--- config.mk ---
export PLATFORM = sky130hd
export DESIGN_NAME = spi_master_tx_flat
export DESIGN_NICKNAME = d
export VERILOG_FILES = /design/src/rtl/spi_master_tx_if.sv /design/src/rtl/spi_master_tx.sv /design/src/flat_wrapper.sv
export SDC_FILE = /design/constraint.sdc
export NUM_CORES = 1
export LEC_CHECK = 0
export CAP_MARGIN = 20
export CORE_MARGIN = 2
export CORE_UTILIZATION = 53
export DETAILED_ROUTE_END_ITERATION = 12
export PLACE_DENSITY = 0.79
export SKIP_LAST_GASP = 1
export SYNTH_ARGS = -nofsm -noshare
export SYNTH_HDL_FRONTEND = slang
export SYNTH_SLANG_ARGS = --single-unit
--- constraint.sdc ---
create_clock -name sclk -period 2.1 [get_ports sclk]
set_input_delay 0.315 -clock sclk [delete_from_list [all_inputs] [get_ports sclk]]
set_output_delay 0.315 -clock sclk [all_outputs]
set_load 0.05 [all_outputs]
--- src/rtl/spi_master_tx_if.sv ---
// rtl/spi_master_tx_if.sv - word handshake and SPI wire bundle for spi_master_tx
interface spi_master_tx_if #(
  parameter int WIDTH = 16
);
  logic [WIDTH-1:0] tx_data;
  logic             tx_valid;
  logic             tx_ready;
  logic             mosi;
  logic             cs;
  logic             busy;
  logic             frame_done;

  modport master (
    output tx_data, tx_valid,
    input  tx_ready, mosi, cs, busy, frame_done
  );

  modport slave (
    input  tx_data, tx_valid,
    output tx_ready, mosi, cs, busy, frame_done
  );
endinterface

--- src/rtl/spi_master_tx.sv ---
// rtl/spi_master_tx.sv - FIFO-fed LSB-first SPI transmit master, one cs frame per word
module spi_master_tx #(
  parameter int WIDTH = 16,
  parameter int DEPTH = 4,
  parameter int GAP   = 2
) (
  input  logic            sclk,
  input  logic            rst,
  spi_master_tx_if.slave  bus
);
  localparam int AW = (DEPTH > 1) ? $clog2(DEPTH) : 1;
  localparam int BW = $clog2(WIDTH);
  localparam int GW = (GAP > 1) ? $clog2(GAP) : 1;

  typedef enum logic [1:0] {IDLE, SHIFT, GAPW} state_t;

  state_t           state, state_n;
  logic [WIDTH-1:0] mem [DEPTH];
  logic [AW-1:0]    wptr, rptr;
  logic [AW:0]      count;
  logic [WIDTH-1:0] shreg, shreg_n;
  logic [BW-1:0]    bitcnt, bitcnt_n;
  logic [GW-1:0]    gcnt, gcnt_n;
  logic             cs_q, cs_q_n;
  logic             mosi_q, mosi_q_n;
  logic             fd_q, fd_q_n;
  logic             cs_r, mosi_r;
  logic             push, pop, start;
  logic             fifo_nonempty;

  assign fifo_nonempty  = (count != '0);
  assign bus.tx_ready   = (count != (AW+1)'(DEPTH));
  assign push           = bus.tx_valid && bus.tx_ready;
  assign bus.busy       = (state != IDLE) || fifo_nonempty;
  assign bus.frame_done = fd_q;
  assign bus.cs         = cs_r;
  assign bus.mosi       = mosi_r;

  always_comb begin
    state_n  = state;
    shreg_n  = shreg;
    bitcnt_n = bitcnt;
    gcnt_n   = gcnt;
    cs_q_n   = cs_q;
    mosi_q_n = mosi_q;
    fd_q_n   = 1'b0;
    start    = 1'b0;
    pop      = 1'b0;
    unique case (state)
      IDLE: begin
        if (fifo_nonempty) start = 1'b1;
      end
      SHIFT: begin
        if (bitcnt != BW'(WIDTH-1)) begin
          bitcnt_n = bitcnt + BW'(1);
          mosi_q_n = shreg[bitcnt + BW'(1)];
        end else begin
          cs_q_n   = 1'b1;
          mosi_q_n = 1'b0;
          fd_q_n   = 1'b1;
          gcnt_n   = '0;
          state_n  = GAPW;
        end
      end
      GAPW: begin
        if (gcnt == GW'(GAP-1)) begin
          if (fifo_nonempty) start = 1'b1;
          else               state_n = IDLE;
        end else begin
          gcnt_n = gcnt + GW'(1);
        end
      end
      default: state_n = IDLE;
    endcase
    // Head word goes straight into the shifter; bit 0 is already on mosi_q.
    if (start) begin
      pop      = 1'b1;
      shreg_n  = mem[rptr];
      mosi_q_n = mem[rptr][0];
      cs_q_n   = 1'b0;
      bitcnt_n = '0;
      state_n  = SHIFT;
    end
  end

  always_ff @(posedge sclk) begin
    if (push) mem[wptr] <= bus.tx_data;
  end

  always_ff @(posedge sclk) begin
    if (rst) begin
      state  <= IDLE;
      wptr   <= '0;
      rptr   <= '0;
      count  <= '0;
      shreg  <= '0;
      bitcnt <= '0;
      gcnt   <= '0;
      cs_q   <= 1'b1;
      mosi_q <= 1'b0;
      fd_q   <= 1'b0;
    end else begin
      state  <= state_n;
      shreg  <= shreg_n;
      bitcnt <= bitcnt_n;
      gcnt   <= gcnt_n;
      cs_q   <= cs_q_n;
      mosi_q <= mosi_q_n;
      fd_q   <= fd_q_n;
      if (push) wptr <= wptr + AW'(1);
      if (pop)  rptr <= rptr + AW'(1);
      case ({push, pop})
        2'b10:   count <= count + (AW+1)'(1);
        2'b01:   count <= count - (AW+1)'(1);
        default: count <= count;
      endcase
    end
  end

  // Retime to the falling edge so the slave sees a half period of setup.
  always_ff @(negedge sclk) begin
    cs_r   <= cs_q;
    mosi_r <= mosi_q;
  end
endmodule

--- src/flat_wrapper.sv ---
// flat-port wrapper written by rule: the top's interface ports become plain ports
module spi_master_tx_flat 
#(
  parameter int WIDTH = 16,
  parameter int DEPTH = 4,
  parameter int GAP   = 2
)
  (sclk, rst, bus_tx_data, bus_tx_valid, bus_tx_ready, bus_mosi, bus_cs, bus_busy, bus_frame_done);
  spi_master_tx_if #(.WIDTH(WIDTH)) bus_i ();
  input  logic sclk;
  input  logic rst;
  input wire logic [$bits(bus_i.tx_data)-1:0] bus_tx_data;
  input wire logic [$bits(bus_i.tx_valid)-1:0] bus_tx_valid;
  output wire logic [$bits(bus_i.tx_ready)-1:0] bus_tx_ready;
  output wire logic [$bits(bus_i.mosi)-1:0] bus_mosi;
  output wire logic [$bits(bus_i.cs)-1:0] bus_cs;
  output wire logic [$bits(bus_i.busy)-1:0] bus_busy;
  output wire logic [$bits(bus_i.frame_done)-1:0] bus_frame_done;
  assign bus_i.tx_data = bus_tx_data;
  assign bus_i.tx_valid = bus_tx_valid;
  assign bus_tx_ready = bus_i.tx_ready;
  assign bus_mosi = bus_i.mosi;
  assign bus_cs = bus_i.cs;
  assign bus_busy = bus_i.busy;
  assign bus_frame_done = bus_i.frame_done;
  spi_master_tx #(.WIDTH(WIDTH), .DEPTH(DEPTH), .GAP(GAP)) u_core (.sclk(sclk), .rst(rst), .bus(bus_i));
endmodule
[Word-level counts from Yosys, hierarchy flattened]
Memories as Yosys holds them, arrays and structs flattened. A register that Yosys moved wholly into a read port is not among the register bits.
Cells that the tools add are included.
Storage, ports and cells
  register bits after elaboration: 35
  input port bits: 19
  word-level logic and storage cells: 78
  memory bits (writable): 64
  memories kept: 1
  output and inout port bits: 5
Operators by class
  equality and inequality tests: 14
  add/subtract/negate cells: 6
  bitwise gates (word level): 2
  multiplexer cells: 26
  order comparisons: 1
  reduce and logical (&&, ||, !) cells: 15
Memory list
  u_core.mem: words 4, bits a word 16, rd ports 1, clocked after Yosys merged registers in 1, write ports 1, RTL line spi_master_tx.sv:18  | logic [WIDTH-1:0] mem [DEPTH];
Operator list (number)
  two-way mux 1 bit: 16
  two-way mux 2 bit: 5
  AND reduction 4 bit: 2
  nonzero test 2 bit: 4
  != test 2 x 1 -> 1 bit, second input constant: 3
  != test 3 x 2 -> 1 bit, second input constant: 2
  one-hot mux 2 bit (3 select lines): 1
  one-hot mux 3 bit (2 select lines): 1
  AND reduction 2 bit: 3
  < comparator 4 x 5 -> 1 bit, second input constant: 1
  adder 2 x 1 -> 2 bit, second input constant: 2
  adder 4 x 1 -> 4 bit, second input constant: 1
  binary-select mux 1 bit (select 4 bit): 1
  equality test 2 x 1 -> 1 bit, second input constant: 2
  equality test 2 bit, second input constant: 2
  != test 2 bit, second input constant: 2
  != test 4 bit, second input constant: 1
  one-hot mux 1 bit (2 select lines): 2
  OR reduction 2 bit: 2
  adder 3 x 1 -> 3 bit, second input constant: 1
  != test 3 x 1 -> 1 bit, second input constant: 1
  != test 3 bit, second input constant: 1
  nonzero test 3 bit: 1
  subtractor 3 x 1 -> 3 bit, second input constant: 1
  other kinds (5): 6

[Depth between registers and ports, before layout]
  depth in word-level cells: 7
  mapped depth: 11
  mapped depth without buffers: 10

==> results.py <==
metrics = {
    "grt": {
        "grt_pass1_vias": 2211,
        "grt.total_usage": 0.1730,
        "gr-total-overflow": 0,
        "grt_max_degree": 24,
        "grt_first_pass_wirelength_um": 10760,
        "grt_antenna_before_repair": 0,
    },
    "final_layout": {
        "diodes": 0,
        "fill_cells": 543,
        "seqCellArea_um2": 2669,
        "area_delta_synth_final_pct": 17.75,
        "multi_input_area_um2": 1194,
        "stdcell_area_um2": 4639,
        "nets": 332,
        "drive_above_1_share": 0.1929,
    },
    "yosys": {
        "yosysWarningCount": 0,
        "synth_top_area_share": 0.4878,
        "ys_seq_area_frac": 0.6758,
        "yosys-top-cells-area": "edfxtp_1 49%, dfxtp_1 19%, mux4_2 9.1%, nand2_1 3.7%, a21oi_1 3.2%",
        "syn-num-nets": 292,
        "synth_area_um2": 3940,
        "synth-seq-cells": 101,
        "synth_area_per_cell_um2": 14.81,
        "synth_cell_types": 32,
        "netlist.top_cell.by_area": "edfxtp_1",
        "syn_inst": 266,
    },
    "worst_setup_path": {
        "r2r-end": "u_core.count[2]$_SDFFE_PP0P_",
        "critical_path_class": "reg -> out",
        "worstSetupEndpointType": "output pin",
        "worstPathMaxFanout": 1,
        "cp.depth": 1,
        "r2r_start": "u_core.count[0]$_SDFFE_PP0P_",
        "crit_path_max_incr_delay_ps": 330,
        "cpMaxStageDelayCell": "dfxtp_2",
        "cp.arrival_ps": 1890,
        "worst_ep_required_time_ps": 1780,
        "crit_buf_inv": 1,
        "path_cells": "buf_12",
        "r2r_cells": 9,
        "reg2reg_slack_ps": 40,
        "worstSetupStartpointType": "flip-flop",
        "crit_family": "flip-flops",
    },
    "sta": {
        "setup_violations": 2,
        "fin_skew_ps": 34.78,
        "layout_setup_ws_ps": -105.2,
        "max_slew_margin": 0.6596,
        "max_slew.worst_pin.slew_ps": 509.8,
        "rsz0062_at_grt": "true",
        "final.setup.tns_ps": -209.6,
        "drv_slew": 0,
        "hold_viol": 0,
        "hold_ws_ps": 460.0,
    },
    "detailed_routing": {
        "dr.pass1.iters": 4,
        "vias": 2225,
        "viasPerCell": 5.427,
        "drt_iter0_drc": 131,
        "wire_per_inst_um": 16.12,
        "drc_errors": 0,
        "wl_um": 6609,
        "ant_nets": 0,
    },
    "power_and_ir_drop": {
        "p_leak_nw": 1.654,
        "irDropWorstVdd_mv": 0.6569,
        "power.share.switching": 0.3031,
        "p_clk_frac": 0.234,
        "powerDensity_nw_per_um2": 1256,
        "switching_power_mw": 1.766,
        "comb_power_share": 0.312,
        "seqPwrFrac": 0.453,
        "p_int_mw": 4.061,
    },
    "place": {
        "place_congestion": 0.8000,
        "place_area_um2": 4398,
        "portBuffers": 23,
        "hpwl_um": 4289,
    },
    "floorplanning": {
        "dieHeight_um": 90.22,
        "rows": 31,
        "dieArea_um2": 8140,
        "ioPinCount": 24,
        "core_area_um2": 7214,
        "die_x_um": 90.22,
        "initial_core_util": 0.5461,
    },
    "clocking": {
        "cts-buffers-inserted": 9,
        "cts_setup_buffers": 0,
        "path_clk_slew_ps": 80,
        "worstSkewPairLatency_ps": 380,
        "cts_tree": "done",
        "htree_levels": 3,
        "cts_sinks": 101,
        "cts_buffer_depth": 2,
        "cts_root_buffer": "clkbuf_8",
        "ctsHoldBuffers": 0,
    },
    "status": {
        "violations": "setup timing",
        "status": "finished with violations",
    },
    "min_path": {
        "hold_path_class": "reg -> reg",
        "holdCritStartpoint": "u_core.shreg[4]$_SDFFE_PP0P_",
        "holdPathEnd": "u_core.shreg[4]$_SDFFE_PP0P_",
        "worstHoldPathCells": 2,
    },
    "run": {
        "max-cap-violations": 0,
    },
}
## power groups by stage
stage / sequential, mW / combinational, mW / clock (mW)
final: 2.64 / 1.82 / 1.37
after global routing: 2.67 / 2.01 / 1.47
after CTS: 2.64 / 1.85 / 1.41
after detailed placement: 2.67 / 1.83 / 0.00895
after global placement: 2.65 / 1.78 / 0.00895
after floorplan: 2.66 / 1.39 / 0.00895
## registers in the layout, summed over array words and instances, names as in the netlist, named ones only
register and flops:
u_core.mem 64, u_core.shreg 16, u_core.bitcnt 4, u_core.count 3, u_core.rptr 2, u_core.state 2
u_core.wptr 2, u_core.bus.cs 1, u_core.bus.frame_done 1, u_core.bus.mosi 1, u_core.cs_q 1, u_core.gcnt 1
u_core.mosi_q 1
## kinds of logic (layout without fill, tap and decap cells)
kind of cell,count (synthesis),in the layout,share of synthesized area
multiplexers,23,23,0.1258
AND/OR/NAND/NOR,75,75,0.08669
flip-flops,101,101,0.6758
AO/OA/AOI/OAI,29,29,0.03811
buffers and inverters,22,67,0.02953
adder cells (fa/ha/maj),7,7,0.02413
XOR/XNOR,9,9,0.02001
## layout make-up
| type | instances | share of cell area |
|---|---|---|
| Sequential cell | 101 | 0.5752 |
| Multi-Input combinational cell | 143 | 0.2573 |
| Clock inverter | 6 | 0.01645 |
| Inverter | 8 | 0.007551 |
| Tap cell | 99 | 0.02670 |
| Clock buffer | 12 | 0.03371 |
| Timing Repair Buffer | 41 | 0.08306 |
## layout by cell type, fill, tap and decap left out, types with 2 or more instances in the layout
master	count
edfxtp_1	64
clkdlybuf4s50_1	19
nor2b_1	3
xor2_1	6
nor2_1	9
nand2_1	39
mux2i_1	3
mux4_2	16
ha_1	5
nand2b_1	4
dfxtp_2	5
buf_4	19
clkbuf_1	2
inv_1	9
mux4_1	4
clkbuf_8	9
a21oi_1	25
bufinv_16	2
nor3_1	6
and3_1	5
dfxtp_1	32
xnor2_1	3
nand3_1	2
o22ai_1	2
buf_12	2
## through the flow
step | power (mW) | util | std cells | worst slack (ps)
floorplan | 4.063 | - | 266 | -121.8
global placement | 4.443 | 0.6096 | 393 | -11.45
detailed placement | 4.509 | 0.6096 | 393 | -84.32
CTS | 5.896 | 0.6426 | 410 | -126.2
global route | 6.151 | 0.6431 | 410 | -143.1
finish | 5.827 | 0.6431 | 410 | -105.2
## layer usage
metal / share of wire / vias up / track usage
li1: - / 1055 / -
met1: 0.44 / 1101 / 0.2198
met2: 0.51 / 63 / 0.2863
met3: 0.044 / 6 / 0.04778
met4: 0.0095 / 0 / 0.06410
met5: 0 / - / 0
## synthesized netlist by cell type (all sizes together)
cell type / n
xor2: 6
nand2b: 4
fa: 1
nor3: 6
xnor2: 3
ha: 6
o21ai: 1
or2: 1
nor4: 1
nand3: 3
buf: 9
nand2: 39
o22ai: 2
or3: 2
clkbuf: 4
and3: 5
dfxtp: 37
o21bai: 1
a21oi: 25
edfxtp: 64
nor2b: 3
mux4: 20
nor2: 9
mux2i: 3
inv: 9
and4b: 1
and2: 1
## tightest hold or removal path, cell delays in order, from the launching register on
cell	delay (ps)
dfxtp_1	320
nand2_1	50
a21oi_1	50
## worst max-delay path by stage
stage | endpoint | startpoint | slack, ps
3_3_place_gp | u_core.count[2]$_SDFFE_PP0P_ | bus_tx_valid | -10
4_1_cts | bus_mosi | u_core.bus.mosi$_DFF_N_ | -130
3_5_place_dp | u_core.count[2]$_SDFFE_PP0P_ | bus_tx_valid | -80
2_1_floorplan | u_core.count[2]$_SDFFE_PP0P_ | u_core.state[1]$_SDFFE_PP0P_ | -120
6_report | bus_cs | u_core.bus.cs$_DFF_N_ | -110
5_1_grt | bus_cs | u_core.bus.cs$_DFF_N_ | -140
## timing repair
action / 4_1_cts / 5_1_grt
endpoints found under the hold margin: 0 / 0
setup endpoints to repair: 3 / 4
gates cloned: 0 / 0
gates resized for setup: 4 / 2
Power figures use the tool's default switching activity.
==> patch 1: new RTL, same settings <==
`WIDTH` is set to 16 in 3 places; all go to 8.
--- a/src/rtl/spi_master_tx_if.sv
+++ b/src/rtl/spi_master_tx_if.sv
@@ -1,6 +1,6 @@
 // rtl/spi_master_tx_if.sv - word handshake and SPI wire bundle for spi_master_tx
 interface spi_master_tx_if #(
-  parameter int WIDTH = 16
+  parameter int WIDTH = 8
 );
   logic [WIDTH-1:0] tx_data;
   logic             tx_valid;
--- a/src/rtl/spi_master_tx.sv
+++ b/src/rtl/spi_master_tx.sv
@@ -1,6 +1,6 @@
 // rtl/spi_master_tx.sv - FIFO-fed LSB-first SPI transmit master, one cs frame per word
 module spi_master_tx #(
-  parameter int WIDTH = 16,
+  parameter int WIDTH = 8,
   parameter int DEPTH = 4,
   parameter int GAP   = 2
 ) (
--- a/src/flat_wrapper.sv
+++ b/src/flat_wrapper.sv
@@ -1,7 +1,7 @@
 // flat-port wrapper written by rule: the top's interface ports become plain ports
 module spi_master_tx_flat 
 #(
-  parameter int WIDTH = 16,
+  parameter int WIDTH = 8,
   parameter int DEPTH = 4,
   parameter int GAP   = 2
 )
Interface: changed (resized bus_tx_data); port bits go from 24 to 16. No check against the original RTL was run, so the function may have changed too.
==> patch 1 against the unedited design <==
Sequential cell count fell by 41; global-route usage rose by 1.5 points; clock power fell by 39%; power fell by 36%; critical endpoint is now bus_mosi; cell count fell by 37%; first-iteration DRC count fell by 16%; area after synthesis fell by 41%; wire length fell by 39%; the flow still finishes with violations (negative setup slack); setup slack improved by 8.0 ps; cell area fell by 40%; critical path depth did not move; core utilization rose by 0.81 points.
==> patch 1: results (changes against the unedited design) <==
- Skew final: 41.0 ps (+6.26 ps)
- All-Layer GR Usage: 0.188 (+0.0149)
- Sw Share: 0.332 (+0.0294)
- Static leakage: 1.02 nW (-38%)
- Layout filler cell count: 317 (-42%)
- Worst slack at placement: -60.2 ps (+24.1 ps)
- N_diodes: 0 (unchanged)
- Root Driver: clkbuf_8
- Fin worst setup slack: -97.2 ps (+7.99 ps)
- Largest net degree at the start of global routing: 26 (+8.3%)
- Synth Instances: 173 (-35%)
- Port Buffer Count: 15 (-35%)
- Slew @ Worst Pin: 487 ps (-23.1 ps)
- Worst min path class: reg -> reg
- Routed WL: 4.05 mm (-39%)
- Post-synth EDFFs: 32 (-50%)
- Bufs on Longest Clock Path: 2 (unchanged)
- DP HPWL: 2.73 mm (-36%)
- Setup_tns: -224 ps (-14.4 ps)
- Iteration-0 DRC Markers: 110 (-16%)
- GP Congestion: 0.750 (-6.3%)
- Placed Cells: 241 (-39%)
- Final setup violation count: 3 (+1)
- Placement Rows: 24 (-23%)
- Dpl cell area: 2620 µm² (-40%)
- Nets: 222 (-33%)
- Top reg by flops: u_core.mem
- Synth area leaders: edfxtp_1 (41%), dfxtp_1 (24%), mux4_2 (9.6%)
- Crit path max-delay family: flip-flops
- Status: finished, violations left
- Synth unique cells: 30 (-6.3%)
- Via count: 1418 (-36%)
- Global-route wire length before repair: 6.81 mm (-37%)
- VDD IR max: 0.000538 V (-18%)
- Proportion of layout cells with a drive suffix above 1: 0.216 (+0.0234)
- Initial antenna violation count: 0 (unchanged)
- Vias/cell: 5.45 (+0.50%)
- Vias in the first global route: 1490 (-33%)
- Synth top cells by count: edfxtp_1 (32), dfxtp_1 (28), nand2_1 (20)
- Post-synth net total: 192 (-34%)
- Post-synthesis sequential area ratio: 0.651 (-0.0252)
- Failing checks: negative setup slack
- Critical Path Slowest Stage Cell: dfxtp_2
- Largest regs: u_core.mem: 32 flops, u_core.shreg: 8 flops
==> patch 1: changes by cell type after synthesis, moves of 3 or more <==
| cell | change |
|---|---|
| mux4_2 | -6 |
| mux4_1 | -4 |
| xor2_1 | -4 |
| nor2_1 | +3 |
| buf_6 | -3 |
| a21oi_1 | -11 |
| nand2_1 | -19 |
| dfxtp_1 | -9 |
| edfxtp_1 | -32 |
==> patch 1: final timing paths <==
check | start | endpoint | depth (start not counted) | slack (ps)
max reg2reg | u_core.count[2] | u_core.count[2] | 9 | -30
min reg2reg | u_core.shreg[6] | u_core.shreg[6] | 2 | 470
max | u_core.bus.mosi | bus_mosi | 1 | -100
min | u_core.shreg[6] | u_core.shreg[6] | 2 | 470
==> patch 1: power by group through the flow <==
stage	clock network [mW]	logic (mW)	registers, mW
floorplan	0.00895	0.894	1.64
global placement	0.00895	1.18	1.65
detailed placement	0.00895	1.26	1.67
CTS	0.849	1.28	1.65
global route	0.917	1.37	1.68
finish	0.834	1.27	1.65
==> patch 1: routing by layer <==
layer / up-vias / part of all wire / GRT usage
li1: 678 / - / -
met1: 688 / 0.42 / 0.213
met2: 41 / 0.51 / 0.310
met3: 11 / 0.057 / 0.0750
met4: 0 / 0.020 / 0.0876
met5: - / 0 / 0
==> patch 1: worst register-to-register path, delay by kind of cell (launching register included) <==
kind,cells,cell delay [ps]
and+or+nand+nor,3,860
buffers and inverters,2,120
adders and majority gates,2,470
DFF,1,350
AOI/OAI and AO/OA,1,120
xor gates and xnor gates,1,160
==> patch 1: kinds of logic (layout without fill, tap and decap cells) <==
logic type / after synthesis / in the layout / synth area share
mux: 12 / 12 / 0.105
buf+inv: 16 / 51 / 0.0284
compound gates: 19 / 19 / 0.0433
flops: 60 / 60 / 0.651
xor+xnor: 5 / 5 / 0.0187
simple gates: 53 / 53 / 0.108
fa+ha+maj: 8 / 8 / 0.0460
==> patch 1: area by class of cell <==
class / instances / area, µm² / area share
Inverter: 8 / 30.0 / 0.0107
Multi-Input combinational cell: 97 / 771 / 0.276
Clock buffer: 13 / 139 / 0.0497
Timing Repair Buffer: 25 / 243 / 0.0868
Tap cell: 52 / 65.1 / 0.0233
Clock inverter: 5 / 21.3 / 0.00761
Sequential cell: 60 / 1530 / 0.546
==> patch 1: repair_timing <==
action                                  4_1_cts  5_1_grt
buffers inserted                              2        0
resized for setup                             5        0
endpoints found under the setup margin        5        4
pin swaps                                     0        1
==> patch 2: new RTL, config.mk and constraints unchanged <==
Made on the original files. Reset style: asynchronous (`rst`), changed in one clocked block.
--- a/src/rtl/spi_master_tx.sv
+++ b/src/rtl/spi_master_tx.sv
@@ -87,7 +87,7 @@
     if (push) mem[wptr] <= bus.tx_data;
   end
 
-  always_ff @(posedge sclk) begin
+  always_ff @(posedge sclk or posedge rst) begin
     if (rst) begin
       state  <= IDLE;
       wptr   <= '0;
Check against the original RTL: not checked (the comparison handles one clock edge and no latches or derived clocks); the edit may change what the design does.
==> patch 2 against the unedited design <==
The run still ends with negative setup slack left; sequential share of layout area rose by 2.7 points; wire length decreased by 11%; setup slack worse by 11 ps; sequential cell count decreased by 2; power increased by 20%; cell area is the same; area after synthesis shrank 0.95%; die area decreased by 0.91%; largest cell class unchanged; highest routed layer unchanged.
==> patch 2: results (changes against the unedited design) <==
- Clk_buf instances: 9 (-3)
- DP HPWL: 3.84 mm (-10%)
- FF+latch area: 2790 µm² (+4.6%)
- Comb_multi_in: 85 (-41%)
- Clock power frac: 0.191 (-0.043)
- Status: finished, violations left
- GP Congestion: 0.721 (-9.9%)
- Post-synth net total: 226 (-23%)
- Clk tree area frac: 0.0496 (-0.000539)
- Multi-input logic area: 1090 µm² (-8.9%)
- Routed wl met3: 153 µm (-48%)
- Seq_cells: 99 (-2.0%)
- Slew @ Worst Pin: 555 ps (+44.7 ps)
- Met2 WL: 3.01 mm (-10%)
- Nets: 270 (-19%)
- Failing checks: negative setup slack
- Synth Instances: 200 (-25%)
- Fin worst setup slack: -116 ps (-11.1 ps)
- RR Startpoint: u_core.bitcnt[1]
- VDD IR max: 0.000680 V (+3.5%)
- Setup_tns: -227 ps (-17.3 ps)
- Worst min path class: in -> async
- P_int: 4.84 mW (+19%)
- Signal buf overhead: 0.0801 (-0.00297)
- Dpl cell area: 4400 µm² (about the same)
- Final core utilization: 0.647 (+0.00348)
- Via count: 1851 (-17%)
- Vias/cell: 5.32 (-2.0%)
- Avg WL per Cell: 16.9 µm (+5.1%)
- Critical R2R Capture: u_core.mosi_q
- Final setup violation count: 2 (unchanged)
- Static leakage: 1.72 nW (+3.9%)
- Vias in the first global route: 1968 (-11%)
- Proportion of layout cells with a drive suffix above 1: 0.337 (+0.144)
- Synth area leaders: edfxtp_1 (49%), dfrtp_1 (21%), mux4_2 (9.8%)
- Global-route wire length before repair: 9.90 mm (-8.0%)
- All-Layer GR Usage: 0.164 (-0.00934)
- Skew final: 41.5 ps (+6.76 ps)
- Fraction of registers with async set/reset: 0.333 (+0.333)
- Post-synthesis sequential area ratio: 0.715 (+0.0389)
-- patch 2: worst max path at each step --
stage	startpoint	endpoint	slack, ps	cells past startpoint
after global routing	u_core.bus.cs	bus_cs	-150	1
final	u_core.bus.cs	bus_cs	-120	1
after global placement	u_core.bitcnt[1]	u_core.mosi_q	50	4
after floorplan	u_core.count[2]	u_core.count[2]	20	9
after detailed placement	u_core.bitcnt[1]	u_core.mosi_q	30	4
after CTS	u_core.bus.cs	bus_cs	-130	1
-- patch 2: routing by layer --
metal,vias up,track usage
met4,0,0.0923
met3,8,0.0277
met5,-,0
met2,26,0.274
li1,859,-
met1,958,0.205
-- patch 2: kinds of logic after synthesis --
| kind of cell | count (synthesis) | synth area share |
|---|---|---|
| AOI/OAI and AO/OA | 10 | 0.0196 |
| buffers and inverters | 16 | 0.0164 |
| muxes | 40 | 0.180 |
| DFF | 99 | 0.715 |
| adders and majority gates | 7 | 0.0244 |
| and+or+nand+nor | 20 | 0.0276 |
| xor gates and xnor gates | 8 | 0.0180 |
